[src/rtl/dac_output_stage.sv]
// DAC output stage: round/shift, saturate and gain-ramp the signed FIR output into an
// offset-binary DAC code, with per-sample clip flag and saturating clip counter.
module dac_output_stage #(
   parameter int unsigned IN_WIDTH   = 44,
   parameter int unsigned DAC_WIDTH  = 14,
   parameter int unsigned BASE_SHIFT = 17,
   parameter int unsigned RAMP_STEP  = 1,
   parameter int unsigned CNT_WIDTH  = 16
) (
   input  logic                 clk,
   input  logic                 aclr,
   input  logic                 ena,
   input  logic [IN_WIDTH-1:0]  fir_out,
   input  logic [3:0]           shift,
   input  logic                 mute,
   input  logic                 clip_clr,
   output logic [DAC_WIDTH-1:0] dac_in,
   output logic                 dac_valid,
   output logic                 clip,
   output logic [CNT_WIDTH-1:0] clip_count,
   output logic                 muted
);

   localparam int unsigned SW = 8;
   localparam int unsigned RW = IN_WIDTH + 1;
   localparam int unsigned PW = DAC_WIDTH + 10;
   localparam logic signed [RW-1:0] SAT_MAX = RW'(2 ** (DAC_WIDTH - 1) - 1);
   localparam logic signed [RW-1:0] SAT_MIN = -SAT_MAX - RW'(1);
   localparam logic [9:0] G_FULL = 10'd256;

   typedef enum logic [1:0] {StMuted, StRampUp, StUnmuted, StRampDown} ramp_st_e;

   logic [SW-1:0]               s_amt;
   logic signed [RW-1:0]        fir_ext, half, rnd;
   logic signed [RW-1:0]        r_d, r_q;
   logic signed [DAC_WIDTH-1:0] sat_d, sat_q;
   logic                        clip2_d, clip2_q;
   logic signed [PW-1:0]        prod;
   logic [DAC_WIDTH-1:0]        dac_d, dac_q;
   logic                        clip_q;
   logic [1:0]                  fill_d, fill_q;
   logic                        valid_d, valid_q;
   logic [CNT_WIDTH-1:0]        cnt_d, cnt_q;
   logic [8:0]                  g_d, g_q;
   logic [9:0]                  g_up;
   logic [8:0]                  g_dn;
   ramp_st_e                    st_d, st_q;
   logic                        unused_prod;

   // Stage 1: round-half-up and arithmetic shift at IN_WIDTH+1 bits
   always_comb begin
      s_amt = SW'(BASE_SHIFT) + SW'(shift);
      if (s_amt > SW'(IN_WIDTH - 1)) begin
         s_amt = SW'(IN_WIDTH - 1);
      end
      fir_ext = $signed({fir_out[IN_WIDTH-1], fir_out});
      half    = '0;
      if (s_amt != '0) begin
         half = RW'(1) << (s_amt - SW'(1));
      end
      rnd = fir_ext + half;
      r_d = rnd >>> s_amt;
   end

   // Stage 2: saturate to the signed DAC range
   always_comb begin
      clip2_d = 1'b1;
      sat_d   = r_q[DAC_WIDTH-1:0];
      if (r_q > SAT_MAX) begin
         sat_d = {1'b0, {(DAC_WIDTH - 1){1'b1}}};
      end else if (r_q < SAT_MIN) begin
         sat_d = {1'b1, {(DAC_WIDTH - 1){1'b0}}};
      end else begin
         clip2_d = 1'b0;
      end
   end

   // Stage 3: gain (floor of product / 256), then offset-binary via MSB inversion
   always_comb begin
      prod        = PW'(sat_q) * $signed({{(PW - 9){1'b0}}, g_q});
      dac_d       = {~prod[DAC_WIDTH+7], prod[DAC_WIDTH+6:8]};
      unused_prod = ^{prod[PW-1:DAC_WIDTH+8], prod[7:0]};
   end

   always_comb begin
      fill_d  = fill_q;
      valid_d = ena && (fill_q == 2'd3);
      cnt_d   = cnt_q;
      if (ena) begin
         if (fill_q != 2'd3) begin
            fill_d = fill_q + 2'd1;
         end
         if (clip_clr) begin
            cnt_d = CNT_WIDTH'(clip2_q);
         end else if (clip2_q && !(&cnt_q)) begin
            cnt_d = cnt_q + CNT_WIDTH'(1);
         end
      end
   end

   // Ramp FSM; the step applies on the same edge as the transition out of MUTED/UNMUTED
   always_comb begin
      g_up = {1'b0, g_q} + 10'(RAMP_STEP);
      if (g_up > G_FULL) begin
         g_up = G_FULL;
      end
      g_dn = (g_q > 9'(RAMP_STEP)) ? g_q - 9'(RAMP_STEP) : 9'd0;
      st_d = st_q;
      g_d  = g_q;
      if (ena) begin
         case (st_q)
            StMuted, StUnmuted, StRampUp, StRampDown: begin
               if (mute && st_q != StMuted) begin
                  g_d  = g_dn;
                  st_d = (g_dn == 9'd0) ? StMuted : StRampDown;
               end else if (!mute && st_q != StUnmuted) begin
                  g_d  = g_up[8:0];
                  st_d = (g_up == G_FULL) ? StUnmuted : StRampUp;
               end
            end
            default: begin
               st_d = StMuted;
               g_d  = 9'd0;
            end
         endcase
      end
   end

   always_ff @(posedge clk or posedge aclr) begin
      if (aclr) begin
         r_q     <= '0;
         sat_q   <= '0;
         clip2_q <= 1'b0;
         dac_q   <= {1'b1, {(DAC_WIDTH - 1){1'b0}}};
         clip_q  <= 1'b0;
      end else if (ena) begin
         r_q     <= r_d;
         sat_q   <= sat_d;
         clip2_q <= clip2_d;
         dac_q   <= dac_d;
         clip_q  <= clip2_q;
      end
   end

   always_ff @(posedge clk or posedge aclr) begin
      if (aclr) begin
         fill_q  <= 2'd0;
         valid_q <= 1'b0;
         cnt_q   <= '0;
         g_q     <= 9'd0;
         st_q    <= StMuted;
      end else begin
         fill_q  <= fill_d;
         valid_q <= valid_d;
         cnt_q   <= cnt_d;
         g_q     <= g_d;
         st_q    <= st_d;
      end
   end

   assign dac_in     = dac_q;
   assign dac_valid  = valid_q;
   assign clip       = clip_q;
   assign clip_count = cnt_q;
   assign muted      = (st_q == StMuted);

endmodule
[config.mk]
export PLATFORM = sky130hd
export DESIGN_NAME = dac_output_stage
export DESIGN_NICKNAME = d
export VERILOG_FILES = /design/src/rtl/dac_output_stage.sv
export SDC_FILE = /design/constraint.sdc
export NUM_CORES = 1
export LEC_CHECK = 0
export BUFFER_PORTS_ARGS = -buffer_cell sky130_fd_sc_hd__buf_4
export CAP_MARGIN = 20
export CORE_MARGIN = 5
export CORE_UTILIZATION = 58
export CTS_CLUSTER_DIAMETER = 100
export CTS_CLUSTER_SIZE = 40
export DETAILED_ROUTE_END_ITERATION = 7
export HOLD_SLACK_MARGIN = 0.15
export PLACE_DENSITY = 0.85
export SLEW_MARGIN = 20
export SYNTH_ARGS = -nofsm -noshare
export SYNTH_HDL_FRONTEND = slang
export SYNTH_SLANG_ARGS = --single-unit
export TNS_END_PERCENT = 50
[constraint.sdc]
create_clock -name clk -period 6.4 [get_ports clk]
set_input_delay 1.28 -clock clk [delete_from_list [all_inputs] [get_ports clk]]
set_output_delay 1.28 -clock clk [all_outputs]
set_load 0.01 [all_outputs]
After elaboration in Yosys (flattened, before gate mapping) --
Cells that the tools add are included.
Cells by class: bitwise gates (word level) 1, eq/ne operators 8, order comparisons 5, reductions and logical operators 16, multiplexer cells 18, add/subtract/negate cells 7, multipliers 1, shift-type cells 2, div/mod/pow operators 0
Operators by type and width (number):
- adder 44 x 45 -> 45 bit | 1
- > comparator 45 x 14 -> 1 bit, second input constant | 1
- less-than comparator 45 x 14 -> 1 bit, second input constant | 1
- two-way mux 45 bit | 1
- << shifter 1 x 8 -> 45 bit, first input constant | 1
- >>> shifter 45 x 8 -> 45 bit | 1
- two-way mux 9 bit | 4
- two-way mux 16 bit | 2
- two-way mux 14 bit | 2
- multiplier 14 x 10 -> 22 bit | 1
- adder 16 x 1 -> 16 bit, second input constant | 1
- AND reduction 16 bit | 1
- adder 9 x 1 -> 10 bit, second input constant | 1
- equality test 10 x 9 -> 1 bit, second input constant | 1
- > comparator 10 x 9 -> 1 bit, second input constant | 1
- two-way mux 10 bit | 1
- two-way mux 2 bit | 5
- > comparator 9 x 1 -> 1 bit, second input constant | 1
- logical NOT 9 bit | 1
- subtractor 9 x 1 -> 9 bit, second input constant | 1
- nonzero test 8 bit | 1
- subtractor 8 x 1 -> 8 bit, second input constant | 1
- adder 5 x 4 -> 6 bit, first input constant | 1
- equality test 2 bit, second input constant | 3
- 14 further kinds | 23
Word-level totals: memory bits (read-only) 0, bits in registers 105, output and inout port bits 33, memory bits (writable) 0, input port bits 53, memories 0, bits in latches 0, word-level logic and storage cells 68

Logic depth before layout (Yosys ltp) --
depth after elaboration 8, mapped depth 27, gate-level depth less buffers 21

Least setup slack after synthesis --
Ideal clock, no wire load.
kind input -> register, from input shift[1], to register r_q[1], cell stages on the path 22, path buffers 3, data arrival time 6.980 ns, slack -0.662 ns, library setup time 0.082 ns, cells stage by stage clkbuf_1 nand4_1 o21ai_0 inv_1 clkbuf_1 clkbuf_1 ha_1 xnor2_1 nand2b_1 nand2b_1 nor2_1 fa_1 a211oi_1 o21ai_0 o211a_1 o21ai_0 o311ai_0 or2_2 a221oi_1 a211oi_1 or3_1 a31oi_1
Between the ends: longest elaborated chain between the ends 8
RTL lines:
- from (decl) | line 14 | input logic [3:0] shift,
- adder 5 x 4 -> 6 bit (*) | line 52 | s_amt = SW'(BASE_SHIFT) + SW'(shift);
- > comparator 6 bit | line 53 | if (s_amt > SW'(IN_WIDTH - 1)) begin
- two-way mux 6 bit (*) | line 53
- subtractor 8 x 1 -> 8 bit | line 59 | half = RW'(1) << (s_amt - SW'(1));
- << shifter 1 x 8 -> 45 bit | line 59
- two-way mux 45 bit | line 58 | if (s_amt != '0) begin
- adder 44 x 45 -> 45 bit | line 61 | rnd = fir_ext + half;
- >>> shifter 45 x 8 -> 45 bit (*) | line 62 | r_d = rnd >>> s_amt;
- to (signal assigned) | line 137 | r_q <= r_d;
- to (decl) | line 35 | logic signed [RW-1:0] r_d, r_q;
Mark *: on every way between the ends. The rest lies on a longest branch, timed or not. A chain may end at the register's enable or synchronous reset.

Worst setup path after layout --
from input shift[0], to register r_q[5]
The elaborated chain is that of the path after synthesis.

==> run_results.csv <==
group,metric,value,unit
outcome,status,"complete, no violations",
clock_tree,clkTransAtPathRegs,90,ps
yosys,yosysTopAreaCellShare,0.174,
worst_setup_path,critPathMostFrequentCell,"buf_4",
clock_tree,cts_buffer_depth,2,
worst_setup_path,critPathMaxStageDelay,500,ps
global_route,grt_pass1_vias,15500,
final_layout,layout-drive-gt1-share,0.176,
timing,tns,0,ps
floorplan,core-area,25300,µm²
timing,setup_ws,223,ps
min_path,min_path_type,"flop to flop",
worst_setup_path,crit_path_start_kind,"input pin",
global_route,grt.total_usage,0.332,
place,place_congestion,1.03,
worst_setup_path,path_buf_inv,4,
power_and_ir_drop,leakagePower,0.00809,µW
clock_tree,cts_max_level,3,
yosys,async_reset_ff_frac,1.00,
timing,hold_slack,493,ps
yosys,synthFlopType,"dfrtp_1",
yosys,synth.largest_area_cell,"dfrtp_1",
routing,vias_per_cell,6.46,
worst_setup_path,crit_fanout,6,
timing,fmax,162,MHz
yosys,yosysMostFrequentCell,"nand2_1",
yosys,synthTopCellsByArea,"dfrtp_1 (17%), fa_1 (13%), ha_1 (8.3%), nand2_1 (5.3%), nor2_1 (4.6%)",
run,drv_cap,0,
routing,drc,0,
routing,vias,15800,
yosys,ys_types,90,
floorplan,start_util,0.592,
worst_setup_path,critPathArrivalTime,6470,ps
yosys,syn_avg_cell_area,7.78,µm²
yosys,synth-edff-count,0,
routing,first_pass_iters,8,
worst_setup_path,path_class,"input pin to flop",
yosys,ys_ff_latch,105,
timing,max_slew_margin,0.309,
yosys,yosysSeqAreaShare,0.175,
timing,period_share,0.965,
place,placedCellCount,2433,
global_route,grt_max_degree,75,
timing,finClkSkew,13.9,ps
global_route,grt_pass1_wl,79100,µm
timing,rsz0062_at_grt,"false",
timing,finalCriticalPeriod,6180,ps
timing,tightest_slew,1030,ps
clock_tree,clk_latency,360,ps
yosys,syn_inst,1927,
global_route,antenna_found_initial,0,
place,port_buffers,85,
worst_setup_path,cp_slowest_cell,"a2111oi_0",
final_layout,synthToLayoutAreaGrowth,16.9,%
place,place_ws,3.91,ps
place,dp_hpwl,38400,µm
power_and_ir_drop,vdd_drop_max,1020,µV
final_layout,filler_cell_count,2045,
timing,drv_slew,0,
routing,ant_nets,0,
power_and_ir_drop,power_per_cell_area,475,nW/µm²
clock_tree,cts.sinks,105,
final_layout,nets,2368,
timing,hold_violations,0,
worst_setup_path,crit_path_end_kind,"flop",
worst_setup_path,worstPathRequired,6690,ps
yosys,synth.yosys.warnings,0,
routing,drt_iter0_markers,1653,
clock_tree,cts_tree,"yes",
timing,setup_viol,0,
floorplan,rows,58,
routing,wire_per_inst,19.9,µm
routing,drt-total-wl,48800,µm
yosys,syn_area,15000,µm²
floorplan,die_area,29200,µm²
worst_setup_path,crit_chain,"buf_4 > ha_2 > xnor2_1 > nor2_2 > nor2_1 > nand2_1 > xnor2_1 > nand2_1 > buf_4 > nor3_1 > ha_1 > a21oi_1 > o21ai_0 > a32oi_1 > o31ai_1 > buf_4 > a211oi_1 > xnor2_2 > o22ai_1 > a2111oi_0 > buf_4 > a211oi_1 > nor4_2 > a211o_1",
yosys,synth_commonest_cells,"nand2_1 (211), nor2_1 (183), inv_1 (140), a21oi_1 (124), o21ai_0 (109)",
worst_setup_path,critPathTopFamily,"compound AO/OA/AOI/OAI gates",
clock_tree,root_buffer,"clkbuf_16",
floorplan,dieWidth,171,µm
global_route,grt_overflow,0,
floorplan,ios,86,
clock_tree,cts-buffers-inserted,9,
floorplan,dieHeight,171,µm
final_layout,diodes,0,
clock_tree,cts_hold_buffers,0,
final_layout,fin_cells,2450,
-- worst reg2reg max path, stage by stage, from the launching register on --
cell and delay (ps):
dfrtp_1 570, nand2_1 140, fa_1 540, inv_1 40, ha_1 280, ha_1 290, inv_1 70, fa_1 520
fa_1 550, inv_1 40, ha_1 290, a2111oi_0 450, o21ai_1 220, a31oi_2 300, o21ai_0 240, a41o_1 350
o41ai_2 280, o21ai_0 210, a21oi_1 210, xnor2_1 80, mux2_2 270
-- final cells by class --
type,instances,area [µm²],area share
multi-input combinational,1574,11500,0.657
sequential,105,2640,0.150
timing repair buffer,284,2130,0.122
inverter,141,532,0.0303
tap,330,413,0.0236
clock buffer,9,225,0.0129
clock inverter,7,70.1,0.00400
-- routing by layer --
metal / GRT usage / up-vias / part of all wire
met4: 0.182 / 0 / 0.058
li1: - / 7223 / -
met2: 0.567 / 833 / 0.48
met3: 0.0337 / 218 / 0.067
met5: 0 / - / 0
met1: 0.415 / 7551 / 0.39
-- kinds of logic (layout without fill, tap and decap cells) --
| group | count (synthesis) | in the layout | synth area share |
|---|---|---|---|
| adders and majority gates | 200 | 200 | 0.218 |
| buffers and inverters | 257 | 441 | 0.0664 |
| DFF | 105 | 105 | 0.175 |
| AOI/OAI and AO/OA | 525 | 525 | 0.235 |
| muxes | 44 | 44 | 0.0316 |
| xor gates and xnor gates | 72 | 72 | 0.0421 |
| and+or+nand+nor | 723 | 723 | 0.232 |
| other | 1 | 10 | 0.000250 |
-- registers in the layout (all words and copies together) (netlist names) --
register and cells:
clip2_q 1, dac_in 14, fill_q 2, st_q 2
r_q 45, sat_q 14, dac_valid 1, clip_count 16
clip 1, g_q 9
-- through the flow --
| step | instance area, µm² | utilization | total power, µW |
|---|---|---|---|
| after floorplan | 15100 | - | 5980 |
| after global placement | 17200 | 0.678 | 7210 |
| after detailed placement | 17200 | 0.678 | 7630 |
| after CTS | 17500 | 0.690 | 8240 |
| after global routing | 17500 | 0.692 | 9240 |
| final | 17500 | 0.692 | 8320 |
-- placed cells by master, fill, tap and decap left out, types with 26 or more instances in the layout --
master    count
buf_4       284
nand2_1     210
nor2_1      181
inv_1       139
a21oi_1     124
o21ai_0     105
fa_1        101
dfrtp_1      99
ha_1         97
and2_1       88
nor3_1       57
nand3_1      50
xnor2_1      44
nand4_1      30
a211oi_1     27
mux2i_1      26
-- repair_timing --
item	in CTS	in global routing
hold endpoints to repair	0	0
gates resized for setup	0	17
setup endpoints to repair	0	28
setup buffers	0	1
-- report_power, final --
group	internal [µW]	total, µW	switching (µW)
combinational	3000	6650	3660
sequential	870	1100	232
clock	276	572	295
-- final timing paths --
kind / startpoint / end / slack (ps) / depth (start not counted)
worst max-delay path: shift[0] / r_q[5] / 220 / 24
worst min-delay path: fill_q[0] / fill_q[0] / 490 / 1
worst max register to register: sat_q[2] / dac_in[13] / 390 / 20
worst min register to register: fill_q[0] / fill_q[0] / 490 / 1
max in group asynchronous: aclr / sat_q[3] / 4150 / 3
min in group asynchronous: aclr / clip_count[12] / 980 / 2
Power figures use the tool's default switching activity.
